<file path="src/rtl/decode_pkg.sv">
// Shared decode definitions: unit IDs, format one-hots, default widths and
// the sequencer buffer depth.
package decode_pkg;

  localparam int INSTRUCTION_COUNTER_WIDTH = 64;
  localparam int INST_MIN_ID_WIDTH         = 8;
  localparam int PAYLOAD_WIDTH             = 128;
  localparam int DECODE_SEQ_BUFFER_DEPTH   = 2;

  typedef enum logic [3:0] {
    UNIT_ALU,
    UNIT_MUL,
    UNIT_DIV,
    UNIT_LSU,
    UNIT_BRANCH,
    UNIT_SYS,
    UNIT_FPU
  } unit_id_t;

  localparam logic [5:0] FMT_A  = 6'b000001;
  localparam logic [5:0] FMT_B  = 6'b000010;
  localparam logic [5:0] FMT_D  = 6'b000100;
  localparam logic [5:0] FMT_DS = 6'b001000;
  localparam logic [5:0] FMT_X  = 6'b010000;
  localparam logic [5:0] FMT_XO = 6'b100000;

  // Width of a decoder index; kept at least 1 so a single-decoder build still has a port.
  function automatic int src_width(input int n);
    return (n > 1) ? $clog2(n) : 1;
  endfunction

endpackage

</file>
<file path="src/rtl/decode_result_sequencer_if.sv">
// Bundle between the format decoders / issue stage and the result sequencer.
// master drives decoder outputs, flush and backpressure; slave is the sequencer.
interface decode_result_sequencer_if #(
  parameter int numDecoders             = 8,
  parameter int payloadWidth            = 128,
  parameter int instructionCounterWidth = 64
);
  import decode_pkg::*;

  localparam int sourceWidth = src_width(numDecoders);

  logic                                       flush_i;
  logic [instructionCounterWidth-1:0]         flushMajId_i;
  logic [numDecoders-1:0]                     decEnable_i;
  logic [numDecoders-1:0]                     decLast_i;
  logic [numDecoders*instructionCounterWidth-1:0] decMajId_i;
  logic [numDecoders*payloadWidth-1:0]        decPayload_i;
  logic [numDecoders-1:0]                     decStall_o;
  logic                                       stall_i;
  logic                                       enable_o;
  logic [instructionCounterWidth-1:0]         majId_o;
  logic [payloadWidth-1:0]                    payload_o;
  logic [sourceWidth-1:0]                     source_o;
  logic                                       timeout_o;

  modport master (
    output flush_i, flushMajId_i, decEnable_i, decLast_i, decMajId_i, decPayload_i, stall_i,
    input  decStall_o, enable_o, majId_o, payload_o, source_o, timeout_o
  );

  modport slave (
    input  flush_i, flushMajId_i, decEnable_i, decLast_i, decMajId_i, decPayload_i, stall_i,
    output decStall_o, enable_o, majId_o, payload_o, source_o, timeout_o
  );

endinterface

</file>
<file path="src/rtl/decode_seq_fifo.sv">
// Two-entry holding buffer for one decoder: majId, last flag and payload,
// with registered full/empty flags and a synchronous clear.
module decode_seq_fifo
  import decode_pkg::*;
#(
  parameter int maj_id_width  = INSTRUCTION_COUNTER_WIDTH,
  parameter int payload_width = PAYLOAD_WIDTH
) (
  input  logic                     clk,
  input  logic                     rst,
  input  logic                     clear,
  input  logic                     push,
  input  logic                     pop,
  input  logic [maj_id_width-1:0]  push_maj_id,
  input  logic                     push_last,
  input  logic [payload_width-1:0] push_payload,
  output logic [maj_id_width-1:0]  head_maj_id,
  output logic                     head_last,
  output logic [payload_width-1:0] head_payload,
  output logic                     full,
  output logic                     empty
);

  logic [maj_id_width-1:0]  maj_id_mem  [DECODE_SEQ_BUFFER_DEPTH];
  logic                     last_mem    [DECODE_SEQ_BUFFER_DEPTH];
  logic [payload_width-1:0] payload_mem [DECODE_SEQ_BUFFER_DEPTH];

  logic       wr_ptr_reg, rd_ptr_reg;
  logic [1:0] count_reg, count_next;
  logic       full_reg, empty_reg;
  logic       do_push, do_pop;

  // Writes into a full buffer are dropped; the decoder is expected to honour full.
  assign do_push = push && !clear && !full_reg;
  assign do_pop  = pop  && !clear && !empty_reg;

  always_comb begin
    count_next = count_reg;
    if (clear) begin
      count_next = 2'd0;
    end else begin
      case ({do_push, do_pop})
        2'b10:   count_next = count_reg + 2'd1;
        2'b01:   count_next = count_reg - 2'd1;
        default: count_next = count_reg;
      endcase
    end
  end

  always_ff @(posedge clk or posedge rst) begin
    if (rst) begin
      wr_ptr_reg <= 1'b0;
      rd_ptr_reg <= 1'b0;
      count_reg  <= 2'd0;
      full_reg   <= 1'b0;
      empty_reg  <= 1'b1;
    end else begin
      if (clear) begin
        wr_ptr_reg <= 1'b0;
        rd_ptr_reg <= 1'b0;
      end else begin
        if (do_push) wr_ptr_reg <= ~wr_ptr_reg;
        if (do_pop)  rd_ptr_reg <= ~rd_ptr_reg;
      end
      count_reg <= count_next;
      full_reg  <= (count_next == 2'(DECODE_SEQ_BUFFER_DEPTH));
      empty_reg <= (count_next == 2'd0);
    end
  end

  always_ff @(posedge clk) begin
    if (do_push) begin
      maj_id_mem[wr_ptr_reg]  <= push_maj_id;
      last_mem[wr_ptr_reg]    <= push_last;
      payload_mem[wr_ptr_reg] <= push_payload;
    end
  end

  assign head_maj_id  = maj_id_mem[rd_ptr_reg];
  assign head_last    = last_mem[rd_ptr_reg];
  assign head_payload = payload_mem[rd_ptr_reg];
  assign full         = full_reg;
  assign empty        = empty_reg;

endmodule

</file>
<file path="src/rtl/decode_result_sequencer.sv">
// Merges per-decoder buffers back into program order by major ID.
// Optional watchdog enabled by defining DECODE_SEQ_TIMEOUT_EN.
module decode_result_sequencer
  import decode_pkg::*;
#(
  parameter int numDecoders             = 8,
  parameter int payloadWidth            = PAYLOAD_WIDTH,
  parameter int instructionCounterWidth = INSTRUCTION_COUNTER_WIDTH,
  parameter int bufferDepth             = DECODE_SEQ_BUFFER_DEPTH,
  parameter int timeoutCycles           = 255
) (
  input  logic                        clock_i,
  input  logic                        reset_i,
  decode_result_sequencer_if.slave    bus
);

  localparam int SW = src_width(numDecoders);
  localparam int IW = instructionCounterWidth;
  localparam int PW = payloadWidth;

  logic [numDecoders-1:0] push, pop, full, empty, match, head_last;
  logic [IW-1:0]          head_maj_id  [numDecoders];
  logic [PW-1:0]          head_payload [numDecoders];

  logic [IW-1:0] expected_id_reg;
  logic          grant_valid;
  logic [SW-1:0] grant_idx;
  logic          advance;

  logic          enable_reg;
  logic [IW-1:0] maj_id_reg;
  logic [PW-1:0] payload_reg;
  logic [SW-1:0] source_reg;

  logic unused_cfg;
  assign unused_cfg = (bufferDepth != DECODE_SEQ_BUFFER_DEPTH);

  assign advance = !bus.flush_i && !bus.stall_i && grant_valid;

  for (genvar gi = 0; gi < numDecoders; gi++) begin : g_dec
    // Decoder 0 occupies the most significant slice of the flattened buses.
    localparam int slot = numDecoders - 1 - gi;

    assign push[gi]  = bus.decEnable_i[gi] && !full[gi] && !bus.flush_i;
    assign pop[gi]   = advance && (grant_idx == SW'(gi));
    assign match[gi] = !empty[gi] && (head_maj_id[gi] == expected_id_reg);

    decode_seq_fifo #(
      .maj_id_width  (IW),
      .payload_width (PW)
    ) u_fifo (
      .clk          (clock_i),
      .rst          (reset_i),
      .clear        (bus.flush_i),
      .push         (push[gi]),
      .pop          (pop[gi]),
      .push_maj_id  (bus.decMajId_i[slot*IW +: IW]),
      .push_last    (bus.decLast_i[gi]),
      .push_payload (bus.decPayload_i[slot*PW +: PW]),
      .head_maj_id  (head_maj_id[gi]),
      .head_last    (head_last[gi]),
      .head_payload (head_payload[gi]),
      .full         (full[gi]),
      .empty        (empty[gi])
    );
  end

  // Scan downward so the lowest matching index is the one left standing.
  always_comb begin
    grant_valid = 1'b0;
    grant_idx   = '0;
    for (int k = numDecoders - 1; k >= 0; k--) begin
      if (match[k]) begin
        grant_valid = 1'b1;
        grant_idx   = SW'(k);
      end
    end
  end

  always_ff @(posedge clock_i or posedge reset_i) begin
    if (reset_i) begin
      enable_reg      <= 1'b0;
      maj_id_reg      <= '0;
      payload_reg     <= '0;
      source_reg      <= '0;
      expected_id_reg <= '0;
    end else if (bus.flush_i) begin
      enable_reg      <= 1'b0;
      expected_id_reg <= bus.flushMajId_i;
    end else if (!bus.stall_i) begin
      if (grant_valid) begin
        enable_reg  <= 1'b1;
        maj_id_reg  <= head_maj_id[grant_idx];
        payload_reg <= head_payload[grant_idx];
        source_reg  <= grant_idx;
        if (head_last[grant_idx]) expected_id_reg <= expected_id_reg + IW'(1);
      end else begin
        enable_reg <= 1'b0;
      end
    end
  end

  assign bus.decStall_o = full;
  assign bus.enable_o   = enable_reg;
  assign bus.majId_o    = maj_id_reg;
  assign bus.payload_o  = payload_reg;
  assign bus.source_o   = source_reg;

`ifdef DECODE_SEQ_TIMEOUT_EN
  localparam int TW = $clog2(timeoutCycles + 1);
  localparam logic [TW-1:0] WD_LIMIT = TW'(timeoutCycles);

  logic [TW-1:0] wd_count_reg;
  logic          timeout_reg;
  logic          stuck;

  assign stuck = !bus.stall_i && !grant_valid && !(&empty);

  // Counter saturates at the limit; the flag stays set until reset or flush.
  always_ff @(posedge clock_i or posedge reset_i) begin
    if (reset_i) begin
      wd_count_reg <= '0;
      timeout_reg  <= 1'b0;
    end else if (bus.flush_i) begin
      wd_count_reg <= '0;
      timeout_reg  <= 1'b0;
    end else if (advance) begin
      wd_count_reg <= '0;
    end else if (stuck && (wd_count_reg != WD_LIMIT)) begin
      wd_count_reg <= wd_count_reg + TW'(1);
      if (wd_count_reg == WD_LIMIT - TW'(1)) timeout_reg <= 1'b1;
    end
  end

  assign bus.timeout_o = timeout_reg;
`else
  logic unused_timeout_cfg;
  assign unused_timeout_cfg = (timeoutCycles == 0);
  assign bus.timeout_o      = 1'b0;
`endif

endmodule

</file>
<file path="src/flat_wrapper.sv">
// flat-port wrapper written by rule: the top's interface ports become plain ports
module decode_result_sequencer_flat import decode_pkg::*;
#(
  parameter int numDecoders             = 8,
  parameter int payloadWidth            = PAYLOAD_WIDTH,
  parameter int instructionCounterWidth = INSTRUCTION_COUNTER_WIDTH,
  parameter int bufferDepth             = DECODE_SEQ_BUFFER_DEPTH,
  parameter int timeoutCycles           = 255
)
  (clock_i, reset_i, bus_flush_i, bus_flushMajId_i, bus_decEnable_i, bus_decLast_i, bus_decMajId_i, bus_decPayload_i, bus_stall_i, bus_decStall_o, bus_enable_o, bus_majId_o, bus_payload_o, bus_source_o, bus_timeout_o);
  decode_result_sequencer_if #(.numDecoders(numDecoders), .payloadWidth(payloadWidth), .instructionCounterWidth(instructionCounterWidth)) bus_i ();
  input  logic clock_i;
  input  logic reset_i;
  input wire logic [$bits(bus_i.flush_i)-1:0] bus_flush_i;
  input wire logic [$bits(bus_i.flushMajId_i)-1:0] bus_flushMajId_i;
  input wire logic [$bits(bus_i.decEnable_i)-1:0] bus_decEnable_i;
  input wire logic [$bits(bus_i.decLast_i)-1:0] bus_decLast_i;
  input wire logic [$bits(bus_i.decMajId_i)-1:0] bus_decMajId_i;
  input wire logic [$bits(bus_i.decPayload_i)-1:0] bus_decPayload_i;
  input wire logic [$bits(bus_i.stall_i)-1:0] bus_stall_i;
  output wire logic [$bits(bus_i.decStall_o)-1:0] bus_decStall_o;
  output wire logic [$bits(bus_i.enable_o)-1:0] bus_enable_o;
  output wire logic [$bits(bus_i.majId_o)-1:0] bus_majId_o;
  output wire logic [$bits(bus_i.payload_o)-1:0] bus_payload_o;
  output wire logic [$bits(bus_i.source_o)-1:0] bus_source_o;
  output wire logic [$bits(bus_i.timeout_o)-1:0] bus_timeout_o;
  assign bus_i.flush_i = bus_flush_i;
  assign bus_i.flushMajId_i = bus_flushMajId_i;
  assign bus_i.decEnable_i = bus_decEnable_i;
  assign bus_i.decLast_i = bus_decLast_i;
  assign bus_i.decMajId_i = bus_decMajId_i;
  assign bus_i.decPayload_i = bus_decPayload_i;
  assign bus_i.stall_i = bus_stall_i;
  assign bus_decStall_o = bus_i.decStall_o;
  assign bus_enable_o = bus_i.enable_o;
  assign bus_majId_o = bus_i.majId_o;
  assign bus_payload_o = bus_i.payload_o;
  assign bus_source_o = bus_i.source_o;
  assign bus_timeout_o = bus_i.timeout_o;
  decode_result_sequencer #(.numDecoders(numDecoders), .payloadWidth(payloadWidth), .instructionCounterWidth(instructionCounterWidth), .bufferDepth(bufferDepth), .timeoutCycles(timeoutCycles)) u_core (.clock_i(clock_i), .reset_i(reset_i), .bus(bus_i));
endmodule
</file>
<file path="config.mk">
export PLATFORM = sky130hd
export DESIGN_NAME = decode_result_sequencer_flat
export DESIGN_NICKNAME = d
export VERILOG_FILES = /design/src/rtl/decode_pkg.sv /design/src/rtl/decode_result_sequencer_if.sv /design/src/rtl/decode_seq_fifo.sv /design/src/rtl/decode_result_sequencer.sv /design/src/flat_wrapper.sv
export SDC_FILE = /design/constraint.sdc
export NUM_CORES = 2
export LEC_CHECK = 0
export BUFFER_PORTS_ARGS = -buffer_cell sky130_fd_sc_hd__buf_2
export CORE_AREA = 10 10 710 712
export DETAILED_ROUTE_END_ITERATION = 7
export DIE_AREA = 0 0 720 722
export MAX_ROUTING_LAYER = met4
export PLACE_DENSITY = 0.51
export SKIP_LAST_GASP = 1
export SLEW_MARGIN = 20
export SYNTH_ARGS = -nofsm -noshare
export SYNTH_HDL_FRONTEND = slang
export SYNTH_HIERARCHICAL = 1
export SYNTH_SLANG_ARGS = --single-unit
</file>
<file path="constraint.sdc">
create_clock -name clock_i -period 10.75 [get_ports clock_i]
set_input_delay 2.15 -clock clock_i [delete_from_list [all_inputs] [get_ports clock_i]]
set_output_delay 2.15 -clock clock_i [all_outputs]
set_load 0.05 [all_outputs]
</file>
==> results.md <==
- Outcome: complete, but fails checks
- Violated checks: DRC
- Share of the yosys chip area belonging to registers: 67.94%
- Number of global-route vias before repair: 92,729
- Fill cell count: 46,109
- Core Area: 489,100 um2
- Mapped Nets: 9,906
- Non-Filler Instances: 17,472
- # port buffers: 1,823
- HP Class: flip-flop to flip-flop
- Xor/xnor cell area share of the yosys netlist: 2.494%
- Max reg flops: 2,048
- Final antenna-violating net count: 0
- Iter 0 DRT Violations: 12,716
- Mux contribution to synthesized area: 19.40%
- GRT overflow: 0
- Final Power: 30.67 mW
- Clock share of power: 44.0%
- Layout cell share with drive strength beyond 1: 45.82%
- Worst-case vdd ir drop: 144.4 uV
- Clk pin slew, worst setup/hold paths: 0.06 ns
- HPWL after DPL: 562,700 um
- Drt total wl: 745,200 um
- Relative max-transition margin: 10.94%
- Worst Setup Slack post-DPL: 3.507 ns
- Clk_lat worst skew: 1.02 ns
- Setup ws final: 3.216 ns
- Power share of the combinational group: 7.2%
- YS warnings: 6
- Crit Reg-Reg Endpoint: u_core/g_dec[6].u_fifo/count_reg[1]$_DFF_PP0_
- Reg2reg path depth: 17
- Max Cap Viol: 0
- Pint: 23.24 mW
- Required @ worst endpoint: 11.63 ns
- Mapped Avg Cell Area: 17.86 um2
- Post-synthesis cell area: 147,800 um2
- RSZ-0062 raised after global routing: false
- Max Slew Vio Count: 0
- # resized after CTS: 0
- Total setup buffers inserted after CTS: 0
- FF-to-FF setup slack: 3.22 ns
- Sw frac: 24.24%
- IO Count: 1,825
- Gate Count Post-Synth: 8,277
- DR WL/cell: 42.65 um
- 1st-pass router iterations: 8
- Critical Path End: u_core/g_dec[6].u_fifo/count_reg[1]$_DFF_PP0_
- Crit end category: flip-flop
- Flops & latches, synth: 3,396
- Synth top area share: 62.72%
- Largest net degree at the start of global routing: 121
- Initial Util: 30.23%
- Reg power frac: 48.8%
- Clk root buf: clkbuf_16
- Most flop-heavy register: u_core/g_dec.u_fifo/payload_mem
- Count of cell types in the netlist: 65
- Simple-gate share of the synthesized area: 2.877%
- Adder-Cell Fraction of Synth Area: 0.07616%
- Via/cell ratio: 5.329
- Post-Place Cells: 16,321
- Dominant cells by area after synthesis: edfxtp_1 (63%), mux2_4 (13%), mux2_2 (6.3%), dfrtp_1 (5.1%), a222oi_1 (2.6%)
- Final worst-path cycle share: 70.08%
- Fmax: 132.7 MHz
- Die Area: 519,800 um2
- Total number of vias: 93,116
- Clock Sinks: 3,396
- Setup TNS: 0 ns
- P per Cell Area: 171.9 nW/um2
- Final Hold Fails: 0
- Clock skew: 0.09387 ns
- Number of synthesized flops with an enable pin: 3,088
- Primary FF master, synth: edfxtp_1
- CTS tree: yes
- Static leakage: 64.87 nW
- Die height: 722 um
- Gr usage total: 28.20%
- Placed cell area: 164,500 um2
- First-pass GRT wire length: 947,300 um
- Crit-path max FO: 34
- Post-route minimum period: 7.534 ns
- Initial antenna violation count: 547
- Post-CTS Hold Fix Bufs: 0
- Ys async rst share: 9.069%
- Critical path class: flip-flop to flip-flop
- Start point of the critical path: u_core/g_dec[7].u_fifo/rd_ptr_reg$_DFFE_PP0P_
- Most frequent cells after synthesis: edfxtp_1 (3,088), mux2_4 (1,280), mux2_2 (831)
- Max Root-Sink Buffers: 4
- Worst hold slack: 0.4726 ns
- Reg-to-Reg Start: u_core/g_dec[7].u_fifo/rd_ptr_reg$_DFFE_PP0P_
- DIE WIDTH: 720 um
- Final core occ: 36.49%
- Setup crit start kind: flip-flop
- Switch Pwr: 7.435 mW
- Final setup fails: 0
- Synth Area in Compound Gates: 4.721%
- H-tree Lvls: 5
- Worst-Margin Slew: 1.336 ns
- Area leader, netlist: edfxtp_1
- DRC: 16
- GPL Wtd Cong: 0.9669
- CTS Buf Count: 389
- Area Overhead vs Synth: 20.70%
- Most frequent cell after synthesis: edfxtp_1
- Post-layout net count: 11,867
- Row Count: 257
- Largest family of logic cells by synthesized area: multiplexers
- Crit path DAT: 8.41 ns
- Final Cell Area: 178,400 um2
## kinds of logic (layout without fill, tap and decap cells)
family / after synthesis / in the layout
flops: 3396 / 3396
mux: 2122 / 2122
compound gates: 876 / 876
simple gates: 822 / 822
buf+inv: 630 / 2927
xor+xnor: 421 / 421
fa+ha+maj: 9 / 9
other cells: 1 / 424
## critical path, cell delays in order (launching register included)
cell	delay [ns]
dfrtp_4	0.89
buf_4	0.65
mux2_2	0.44
xor2_1	0.15
nor4_1	0.80
nand4_1	0.16
nor4_1	0.39
nand3_1	0.40
a211oi_1	0.51
o21a_4	0.61
buf_4	0.52
nand2b_1	0.17
nor2_1	0.30
nor2b_1	0.26
nor2b_1	0.21
ha_1	0.30
or3_1	0.40
a21oi_1	0.22
## how the worst min path moves through the flow
stage,startpoint,end,cells after the start
2_1_floorplan,u_core/g_dec[0].u_fifo/wr_ptr_reg$_DFFE_PP0P_,u_core/g_dec[0].u_fifo/wr_ptr_reg$_DFFE_PP0P_,2
3_3_place_gp,u_core/bus.payload_o[84]$_DFFE_PP0P_,u_core/bus.payload_o[84]$_DFFE_PP0P_,2
3_5_place_dp,u_core/bus.payload_o[93]$_DFFE_PP0P_,u_core/bus.payload_o[93]$_DFFE_PP0P_,2
4_1_cts,u_core/bus.payload_o[93]$_DFFE_PP0P_,u_core/bus.payload_o[93]$_DFFE_PP0P_,2
5_1_grt,u_core/bus.payload_o[120]$_DFFE_PP0P_,u_core/bus.payload_o[120]$_DFFE_PP0P_,2
6_report,u_core/bus.payload_o[93]$_DFFE_PP0P_,u_core/bus.payload_o[93]$_DFFE_PP0P_,2
## routing by layer
metal	vias to the layer above	wire (um)	track usage [%]
li1	37425	-	-
met1	48545	282000	33.09
met2	5613	348200	44.08
met3	1533	63390	6.582
met4	0	51680	17.12
met5	-	0	-
## cell type report
| cell class | count | area (um2) | area share [%] |
|---|---|---|---|
| antenna | 423 | 1059 | 0.5932 |
| tap | 6475 | 8102 | 4.540 |
| clock buffer | 518 | 10630 | 5.954 |
| multi-input combinational | 4251 | 43940 | 24.62 |
| clock inverter | 209 | 2238 | 1.254 |
| sequential | 3396 | 100500 | 56.31 |
| inverter | 105 | 402.9 | 0.2258 |
| timing repair buffer | 2095 | 11610 | 6.504 |
## power groups by stage
stage | clock network [mW] | registers (mW) | logic, mW
2_1_floorplan | 0 | 15.4 | 0.766
3_3_place_gp | 0 | 15.2 | 2.17
3_5_place_dp | 0 | 15.2 | 2.19
4_1_cts | 13.7 | 15.0 | 2.20
5_1_grt | 14.2 | 15.0 | 2.26
6_report | 13.5 | 15.0 | 2.22
## cell usage in the layout (no fill, tap or decap), drive strengths merged, types with 115 or more instances in the layout
| cell type | count |
|---|---|
| a222oi | 385 |
| buf | 2094 |
| clkbuf | 519 |
| clkinv | 152 |
| dfrtp | 300 |
| diode | 423 |
| edfxtp | 3088 |
| inv | 115 |
| mux2 | 2111 |
| nand2 | 237 |
| nor2 | 128 |
| o21ai | 220 |
| xnor2 | 189 |
| xor2 | 232 |
Power figures use the tool's default switching activity.
